File: config.mk
export PLATFORM = sky130hd
export DESIGN_NAME = mem_arbiter_flat
export DESIGN_NICKNAME = d
export VERILOG_FILES = /design/src/rtl/mem_arbiter_if.sv /design/src/rtl/mem_arbiter.sv /design/src/flat_wrapper.sv
export SDC_FILE = /design/constraint.sdc
export NUM_CORES = 1
export LEC_CHECK = 0
export ABC_AREA = 1
export CELL_PAD_IN_SITES_DETAIL_PLACEMENT = 1
export CELL_PAD_IN_SITES_GLOBAL_PLACEMENT = 1
export CORE_MARGIN = 2
export CORE_UTILIZATION = 24
export DETAILED_ROUTE_END_ITERATION = 16
export PLACE_DENSITY_LB_ADDON = 0.2
export REMOVE_ABC_BUFFERS = 1
export SKIP_LAST_GASP = 1
export SYNTH_ARGS = -nofsm -noshare
export SYNTH_HDL_FRONTEND = slang
export SYNTH_SLANG_ARGS = --single-unit
File: constraint.sdc
create_clock -name clk -period 1.3 [get_ports clk]
set_clock_uncertainty 0.05 [all_clocks]
set_input_delay 0.13 -clock clk [delete_from_list [all_inputs] [get_ports clk]]
set_output_delay 0.13 -clock clk [all_outputs]
set_load 0.03 [all_outputs]
File: src/rtl/mem_arbiter_if.sv
// mem_arbiter_if: single memory bus shared by fetch and data accesses.
// Master is mem_arbiter; slave is the memory system.
interface mem_arbiter_if;
   // Handshake: the master raises bus_req with addr/we/wdata/byte_sel and
   // holds all of them stable until the slave answers with bus_ack=1 for one
   // sampled cycle (bus_rdata valid in that cycle); bus_ack while bus_req=0
   // carries no meaning and is ignored.
   logic        bus_req;
   logic [31:0] bus_addr;
   logic        bus_we;
   logic [31:0] bus_wdata;
   logic [1:0]  bus_byte_sel;
   logic        bus_ack;
   logic [31:0] bus_rdata;

   modport master (
      output bus_req, bus_addr, bus_we, bus_wdata, bus_byte_sel,
      input  bus_ack, bus_rdata
   );

   modport slave (
      input  bus_req, bus_addr, bus_we, bus_wdata, bus_byte_sel,
      output bus_ack, bus_rdata
   );
endinterface

File: src/rtl/mem_arbiter.sv
// mem_arbiter: shares one memory bus between instruction fetch and data load/store.
// Define MEM_ARB_TIMEOUT_EN to abort bus transactions after 255 unacknowledged cycles.
module mem_arbiter (
   input  logic          clk,
   input  logic          rst,
   input  logic [31:0]   fetch_addr,
   input  logic [31:0]   mem_addr,
   input  logic [31:0]   mem_wdata,
   input  logic [1:0]    mem_byte_sel,
   input  logic          mem_we,
   input  logic          mem_re,
   output logic [31:0]   inst_o,
   output logic [31:0]   mem_rdata_o,
   output logic          halt,
   output logic          err,
   output logic [2:0]    fsm_state,
   mem_arbiter_if.master bus
);
   localparam logic [31:0] NOP = 32'h0000_0013;

   // Debug encoding on fsm_state: 0 START, 1 DECIDE, 2 DATA, 3 FETCH, 4 COMMIT.
   typedef enum logic [2:0] {START, DECIDE, DATA, FETCH, COMMIT} state_t;

   state_t state, state_nxt;
   logic   load_data, load_fetch, latch_rd, latch_inst;
   logic   done, tmo_hit;

   assign bus.bus_req = (state == DATA) || (state == FETCH);
   assign halt        = (state != COMMIT);
   assign fsm_state   = state;
   assign done        = bus.bus_ack || tmo_hit;

   always_ff @(posedge clk) begin
      if (rst) state <= START;
      else     state <= state_nxt;
   end

   always_comb begin
      state_nxt  = state;
      load_data  = 1'b0;
      load_fetch = 1'b0;
      latch_rd   = 1'b0;
      latch_inst = 1'b0;
      case (state)
         START: begin
            state_nxt  = FETCH;
            load_fetch = 1'b1;
         end
         DECIDE: begin
            if (mem_we || mem_re) begin
               state_nxt = DATA;
               load_data = 1'b1;
            end else begin
               state_nxt  = FETCH;
               load_fetch = 1'b1;
            end
         end
         DATA: begin
            // Completion goes straight to the fetch, keeping bus_req high.
            if (done) begin
               state_nxt  = FETCH;
               load_fetch = 1'b1;
               latch_rd   = !bus.bus_we;
            end
         end
         FETCH: begin
            if (done) begin
               state_nxt  = COMMIT;
               latch_inst = 1'b1;
            end
         end
         COMMIT:  state_nxt = DECIDE;
         default: state_nxt = START;
      endcase
   end

   always_ff @(posedge clk) begin
      if (rst) begin
         bus.bus_addr     <= '0;
         bus.bus_wdata    <= '0;
         bus.bus_byte_sel <= '0;
         bus.bus_we       <= 1'b0;
         inst_o           <= NOP;
         mem_rdata_o      <= '0;
      end else begin
         if (load_data) begin
            bus.bus_addr     <= mem_addr;
            bus.bus_wdata    <= mem_wdata;
            bus.bus_byte_sel <= mem_byte_sel;
            bus.bus_we       <= mem_we;
         end else if (load_fetch) begin
            bus.bus_addr     <= fetch_addr;
            bus.bus_we       <= 1'b0;
            bus.bus_byte_sel <= 2'b10;
         end
         // An aborted transaction has no ack, so it returns the fill value.
         if (latch_rd)   mem_rdata_o <= bus.bus_ack ? bus.bus_rdata : 32'h0;
         if (latch_inst) inst_o      <= bus.bus_ack ? bus.bus_rdata : NOP;
      end
   end

`ifdef MEM_ARB_TIMEOUT_EN
   logic [7:0] tmo_cnt;

   // Abort in the 255th unacknowledged cycle of a DATA or FETCH visit.
   assign tmo_hit = bus.bus_req && !bus.bus_ack && (tmo_cnt == 8'd254);

   always_ff @(posedge clk) begin
      if (rst) begin
         tmo_cnt <= '0;
         err     <= 1'b0;
      end else begin
         if (state_nxt != state)              tmo_cnt <= '0;
         else if (bus.bus_req && !bus.bus_ack) tmo_cnt <= tmo_cnt + 8'd1;
         if (tmo_hit) err <= 1'b1;
      end
   end
`else
   assign tmo_hit = 1'b0;
   assign err     = 1'b0;
`endif
endmodule

File: src/flat_wrapper.sv
// flat-port wrapper written by rule: the top's interface ports become plain ports
module mem_arbiter_flat 
  (clk, rst, fetch_addr, mem_addr, mem_wdata, mem_byte_sel, mem_we, mem_re, inst_o, mem_rdata_o, halt, err, fsm_state, bus_bus_req, bus_bus_addr, bus_bus_we, bus_bus_wdata, bus_bus_byte_sel, bus_bus_ack, bus_bus_rdata);
  mem_arbiter_if bus_i ();
  input  logic clk;
  input  logic rst;
  input  logic [31:0] fetch_addr;
  input  logic [31:0] mem_addr;
  input  logic [31:0] mem_wdata;
  input  logic [1:0] mem_byte_sel;
  input  logic mem_we;
  input  logic mem_re;
  output logic [31:0] inst_o;
  output logic [31:0] mem_rdata_o;
  output logic halt;
  output logic err;
  output logic [2:0] fsm_state;
  output wire logic [$bits(bus_i.bus_req)-1:0] bus_bus_req;
  output wire logic [$bits(bus_i.bus_addr)-1:0] bus_bus_addr;
  output wire logic [$bits(bus_i.bus_we)-1:0] bus_bus_we;
  output wire logic [$bits(bus_i.bus_wdata)-1:0] bus_bus_wdata;
  output wire logic [$bits(bus_i.bus_byte_sel)-1:0] bus_bus_byte_sel;
  input wire logic [$bits(bus_i.bus_ack)-1:0] bus_bus_ack;
  input wire logic [$bits(bus_i.bus_rdata)-1:0] bus_bus_rdata;
  assign bus_bus_req = bus_i.bus_req;
  assign bus_bus_addr = bus_i.bus_addr;
  assign bus_bus_we = bus_i.bus_we;
  assign bus_bus_wdata = bus_i.bus_wdata;
  assign bus_bus_byte_sel = bus_i.bus_byte_sel;
  assign bus_i.bus_ack = bus_bus_ack;
  assign bus_i.bus_rdata = bus_bus_rdata;
  mem_arbiter u_core (.clk(clk), .rst(rst), .fetch_addr(fetch_addr), .mem_addr(mem_addr), .mem_wdata(mem_wdata), .mem_byte_sel(mem_byte_sel), .mem_we(mem_we), .mem_re(mem_re), .inst_o(inst_o), .mem_rdata_o(mem_rdata_o), .halt(halt), .err(err), .fsm_state(fsm_state), .bus(bus_i));
endmodule
# Word level (Yosys, flattened, before mapping)
# Index checks and enable logic that the tools add are counted.
[totals] input_bits=135 output_inout_bits=137 elab_cells=40 regBits=134
[op_classes] eq_ne=7 n_mux=20 reduce_logical=6
[ops] cell="$mux W32" n=4
[ops] cell="$pmux W3 S5" n=1
[ops] cell="$mux W1" n=10
[ops] cell="$eq A3 B2 Y1 const B" n=2
[ops] cell="$mux W3" n=2
[ops] cell="$mux W2" n=2
[ops] cell="$ne A2 B2 Y1 const B" n=2
[ops] cell="$eq A3 B1 Y1 const B" n=1
[ops] cell="$eq A3 B3 Y1 const B" n=1
[ops] cell="$logic_not A3 Y1" n=1
[ops] cell="$ne A3 B3 Y1 const B" n=1
[ops] cell="$pmux W1 S3" n=1
[ops] cell="$logic_or A1 B1 Y1" n=2
[ops] cell="$reduce_and A2 Y1" n=1
[ops] cell="$reduce_bool A2 Y1" n=1
[ops] cell="$logic_not A1 Y1" n=1

# Depth between registers and ports, before layout
[depth] ltp_word=5 depth_mapped=10 mapped_depth_nobuf=8

# Worst setup path after synthesis
# OpenSTA, ideal clock, no wires.
[synth_timing] path_type="register to register" from="register u_core.state[0] (netlist: u_core.fsm_state[0])" to="register u_core.bus.bus_wdata[21]" path_buffers=2 setup_ns=0.116 path_stages_with_launch=8 arrival_ns=1.403 required_ns=1.134 path_slack_ns=-0.269 period_less_slack_ns=1.569 cell_sequence="dfxtp_1 > nand2_1 > nor2_4 > nand2_2 > buf_6 > buf_4 > o21ai_0 > nor2_1"
[synth_via] elab_chain_len=2
[synth_lines] element="start, declared" line_no="mem_arbiter.sv:24" rtl="state_t state, state_nxt;"
[synth_lines] element="start signal, assigned" line_no="mem_arbiter.sv:35" rtl="else state <= state_nxt;"
[synth_lines] element="$eq A3 B1 Y1" line_no="mem_arbiter.sv:44" rtl="case (state)"
[synth_lines] element="$mux W1" line_no="mem_arbiter.sv:44"
[synth_lines] element="end signal, assigned" line_no="mem_arbiter.sv:88" rtl="bus.bus_wdata <= mem_wdata;"
[synth_lines] element="end, declared" line_no="mem_arbiter_if.sv:17" rtl="output bus_req, bus_addr, bus_we, bus_wdata, bus_byte_sel,"
# Every way passes these cells.
# A chain may end at the register's enable or synchronous reset.

# Worst setup path in the final report
[layout_timing] from="register u_core.state[1] (netlist: u_core.fsm_state[1])" to="register u_core.mem_rdata_o[14]"
[layout_via] elab_chain_len=2
[layout_lines] element="$eq A3 B2 Y1" line_no="mem_arbiter.sv:44"
[layout_lines] element="$mux W1" line_no="mem_arbiter.sv:44"
[layout_lines] element="end signal, assigned" line_no="mem_arbiter.sv:97" rtl="if (latch_rd) mem_rdata_o <= bus.bus_ack ? bus.bus_rdata : 32'h0;"
[layout_lines] element="end, declared" line_no="mem_arbiter.sv:13" rtl="output logic [31:0] mem_rdata_o,"
# Every way passes these cells.

==> metrics.md <==
| Metric | Value |
|---|---|
| Status | `finished, violations left` |
| Failing checks | `negative setup slack` |
| Clk slew on worst S/H paths | `roughly 0.06 ns` |
| RSZ-0062 raised after global routing | `true` |
| Final period utilization | `110%` |
| Number of global-route vias before repair | `roughly 6000` |
| All-Layer GR Usage | `between 15 and 20%` |
| Unique masters post-synth | `19` |
| Cts bufs inserted | `17` |
| Total congestion overflow | `0` |
| Synth Area per Inst | `approximately 7.0 sq um` |
| Post-Syn Area | `between 5000 and 6000 sq um` |
| Clock buffer depth | `2` |
| Commonest non-fill, non-tap cells in the layout | `161 x nor2_1, 134 x clkdlybuf4s50_1, 131 x dfxtp_1` |
| Die extent in y | `around 150 um` |
| Most common cell after layout, fill and taps aside | `nor2_1` |
| Seq cells post-synth | `about 130` |
| Pin count of the biggest net entering global routing | `between 50 and 60` |
| Routed len/inst | `between 15 and 20 um` |
| Layout cell share with drive strength beyond 1 | `about a third` |
| # nets final | `1223` |
| Cells after synthesis | `~770` |
| Worst Setup Start Kind | `flip-flop` |
| PortBufs | `270` |
| Total number of vias | `around 6100` |
| Pwr Total | `13400 uW` |
| Core ar. | `roughly 22000 sq um` |
| Min cycle time layout | `~1.4 ns` |
| FP Rows | `54` |
| Yosys warning total | `0` |
| Vias/cell | `4.44` |
| Hold violation total from the final report | `0` |
| Full die area | `23600 sq um` |
| Util after Layout | `about half` |
| WL final | `23200 um` |
| Hold Crit Class | `input pin to flip-flop` |
| P per Cell Area | `about 1300 nW/um^2` |
| WS Path Type | `flip-flop to flip-flop` |
| Clk root buf | `clkbuf_16` |
| P_leak | `roughly 0.0044 uW` |
| Endpoints failing setup | `roughly 120` |
| CTS tree | `built` |
| Clock sink total | `around 130` |
| Residual DRC count | `0` |
| Hold buffers post-CTS | `0` |
| Worst-path maximum fanout | `5` |
| Number of diodes | `0` |
| Clock latency on the worst-skew pair | `around 0.42 ns` |
| Area Overhead vs Synth | `98.9%` |
| Max frequency | `between 700 and 800 MHz` |
| Initial DRC Count | `about 180` |
| Max cap viols | `0` |
| Register area share after synthesis | `around 50%` |
| Worst VDD drop | `slightly below 0.8 mV` |
| First-pass GRT wire length | `between 30000 and 40000 um` |
| Die Wd | `approximately 150 um` |
| Pre-antenna DRT Iters | `4` |
| Top-level I/O count | `approximately 270` |
| Final Max Tran Viols | `0` |
| Hold_ws | `between 0.2 and 0.25 ns` |
| Initial Util | `24.6%` |
| Initial antenna violation count | `0` |
| # H-tree levels | `4` |
| Worst EP arrival | `about 1.7 ns` |
| GPL Wtd Cong | `approximately 0.77` |
| Fin worst setup slack | `-0.128 ns` |
| Final antenna-violating net count | `0` |
| HPWL after DPL | `between 10000 and 15000 um` |
| CP endpoint kind | `flip-flop` |
| WP data required | `between 1.5 and 2 ns` |
## worst max-delay path: stages, from the launching register on
cell and delay (ns):
dfxtp_4 0.41, inv_4 0.06, nor2_4 0.10, buf_6 0.13, nand3_4 0.16, clkbuf_16 0.23, o21ai_4 0.14, a21oi_2 0.04
## power breakdown
part	total (uW)	switching (uW)	internal, uW
clock	5130	2030	3110
combinational	3600	1960	1650
sequential	4660	210	4450
## layout make-up
cell class / instances / area [sq um]
sequential: 134 / 2690
timing repair buffer: 344 / 3980
clock buffer: 19 / 443
fill: 2542 / 11200
inverter: 77 / 308
clock inverter: 12 / 166
tap: 280 / 350
multi-input combinational: 514 / 2760
## stage by stage
stage | setup WS [ns] | TNS [ns] | std cells | area (sq um)
floorplan | -1.24 | -143.65 | 723 | 5120
global placement | -0.322 | -32.29 | 1320 | 8810
detailed placement | -0.327 | -35.35 | 1320 | 8810
CTS | -0.113 | -6.26 | 1355 | 9720
global route | -0.204 | -17.09 | 1380 | 10700
finish | -0.128 | -6.83 | 1380 | 10700
## synthesized netlist by cell type
cell / number / area, sq um
nor2_2: 2 / 12.5
nand4_1: 1 / 6.26
inv_2: 5 / 18.8
inv_1: 72 / 270
nand2_2: 1 / 6.26
buf_6: 3 / 33.8
conb_1: 1 / 3.75
buf_2: 17 / 85.1
o21ai_1: 11 / 55.1
nand3_1: 41 / 205
buf_4: 7 / 52.6
a21oi_1: 35 / 175
buf_1: 1 / 3.75
clkbuf_1: 22 / 82.6
dfxtp_1: 134 / 2680
nor2_1: 191 / 717
nor2_4: 1 / 11.3
nand2_1: 145 / 544
o21ai_0: 83 / 415
## final timing paths
kind | startpoint | endpoint | slack, ns | cells after the start
worst max-delay path | u_core.fsm_state[1] | u_core.mem_rdata_o[14] | -0.13 | 7
worst min register to register | u_core.mem_rdata_o[6] | u_core.mem_rdata_o[6] | 0.39 | 2
worst max register to register | u_core.fsm_state[1] | u_core.mem_rdata_o[14] | -0.13 | 7
worst min-delay path | mem_byte_sel[0] | u_core.bus.bus_byte_sel[0] | 0.24 | 3
## metal layers
metal / global-route usage, % / up-vias / share of wire [%]
li1: - / 3052 / -
met1: 21.5 / 2847 / 42
met2: 26.4 / 208 / 48
met3: 7.22 / 24 / 8.6
met4: 4.85 / 0 / 1.7
met5: 0 / - / 0
## logic make-up after synthesis
logic type	count (synthesis)	share of synthesized area, %
AOI/OAI and AO/OA	129	12.0
buffers and inverters	127	10.2
DFF	134	49.8
other	1	0.0697
and+or+nand+nor	382	27.9
## what timing repair did
action | CTS | global route
gates cloned | 3 | 19
pin swaps | 4 | 66
buffers inserted | 2 | 6
endpoints found under the setup margin | 255 | 151
gates resized for setup | 400 | 230
## sequential cells by signal, summed over array words and instances, names as in the netlist
signal                   flops
u_core.inst_o               32
u_core.bus.bus_addr         32
u_core.mem_rdata_o          32
u_core.bus.bus_byte_sel      2
u_core.bus.bus_wdata        32
u_core.bus.bus_we            1
u_core.fsm_state             3
(Power assumes the default switching activity.)
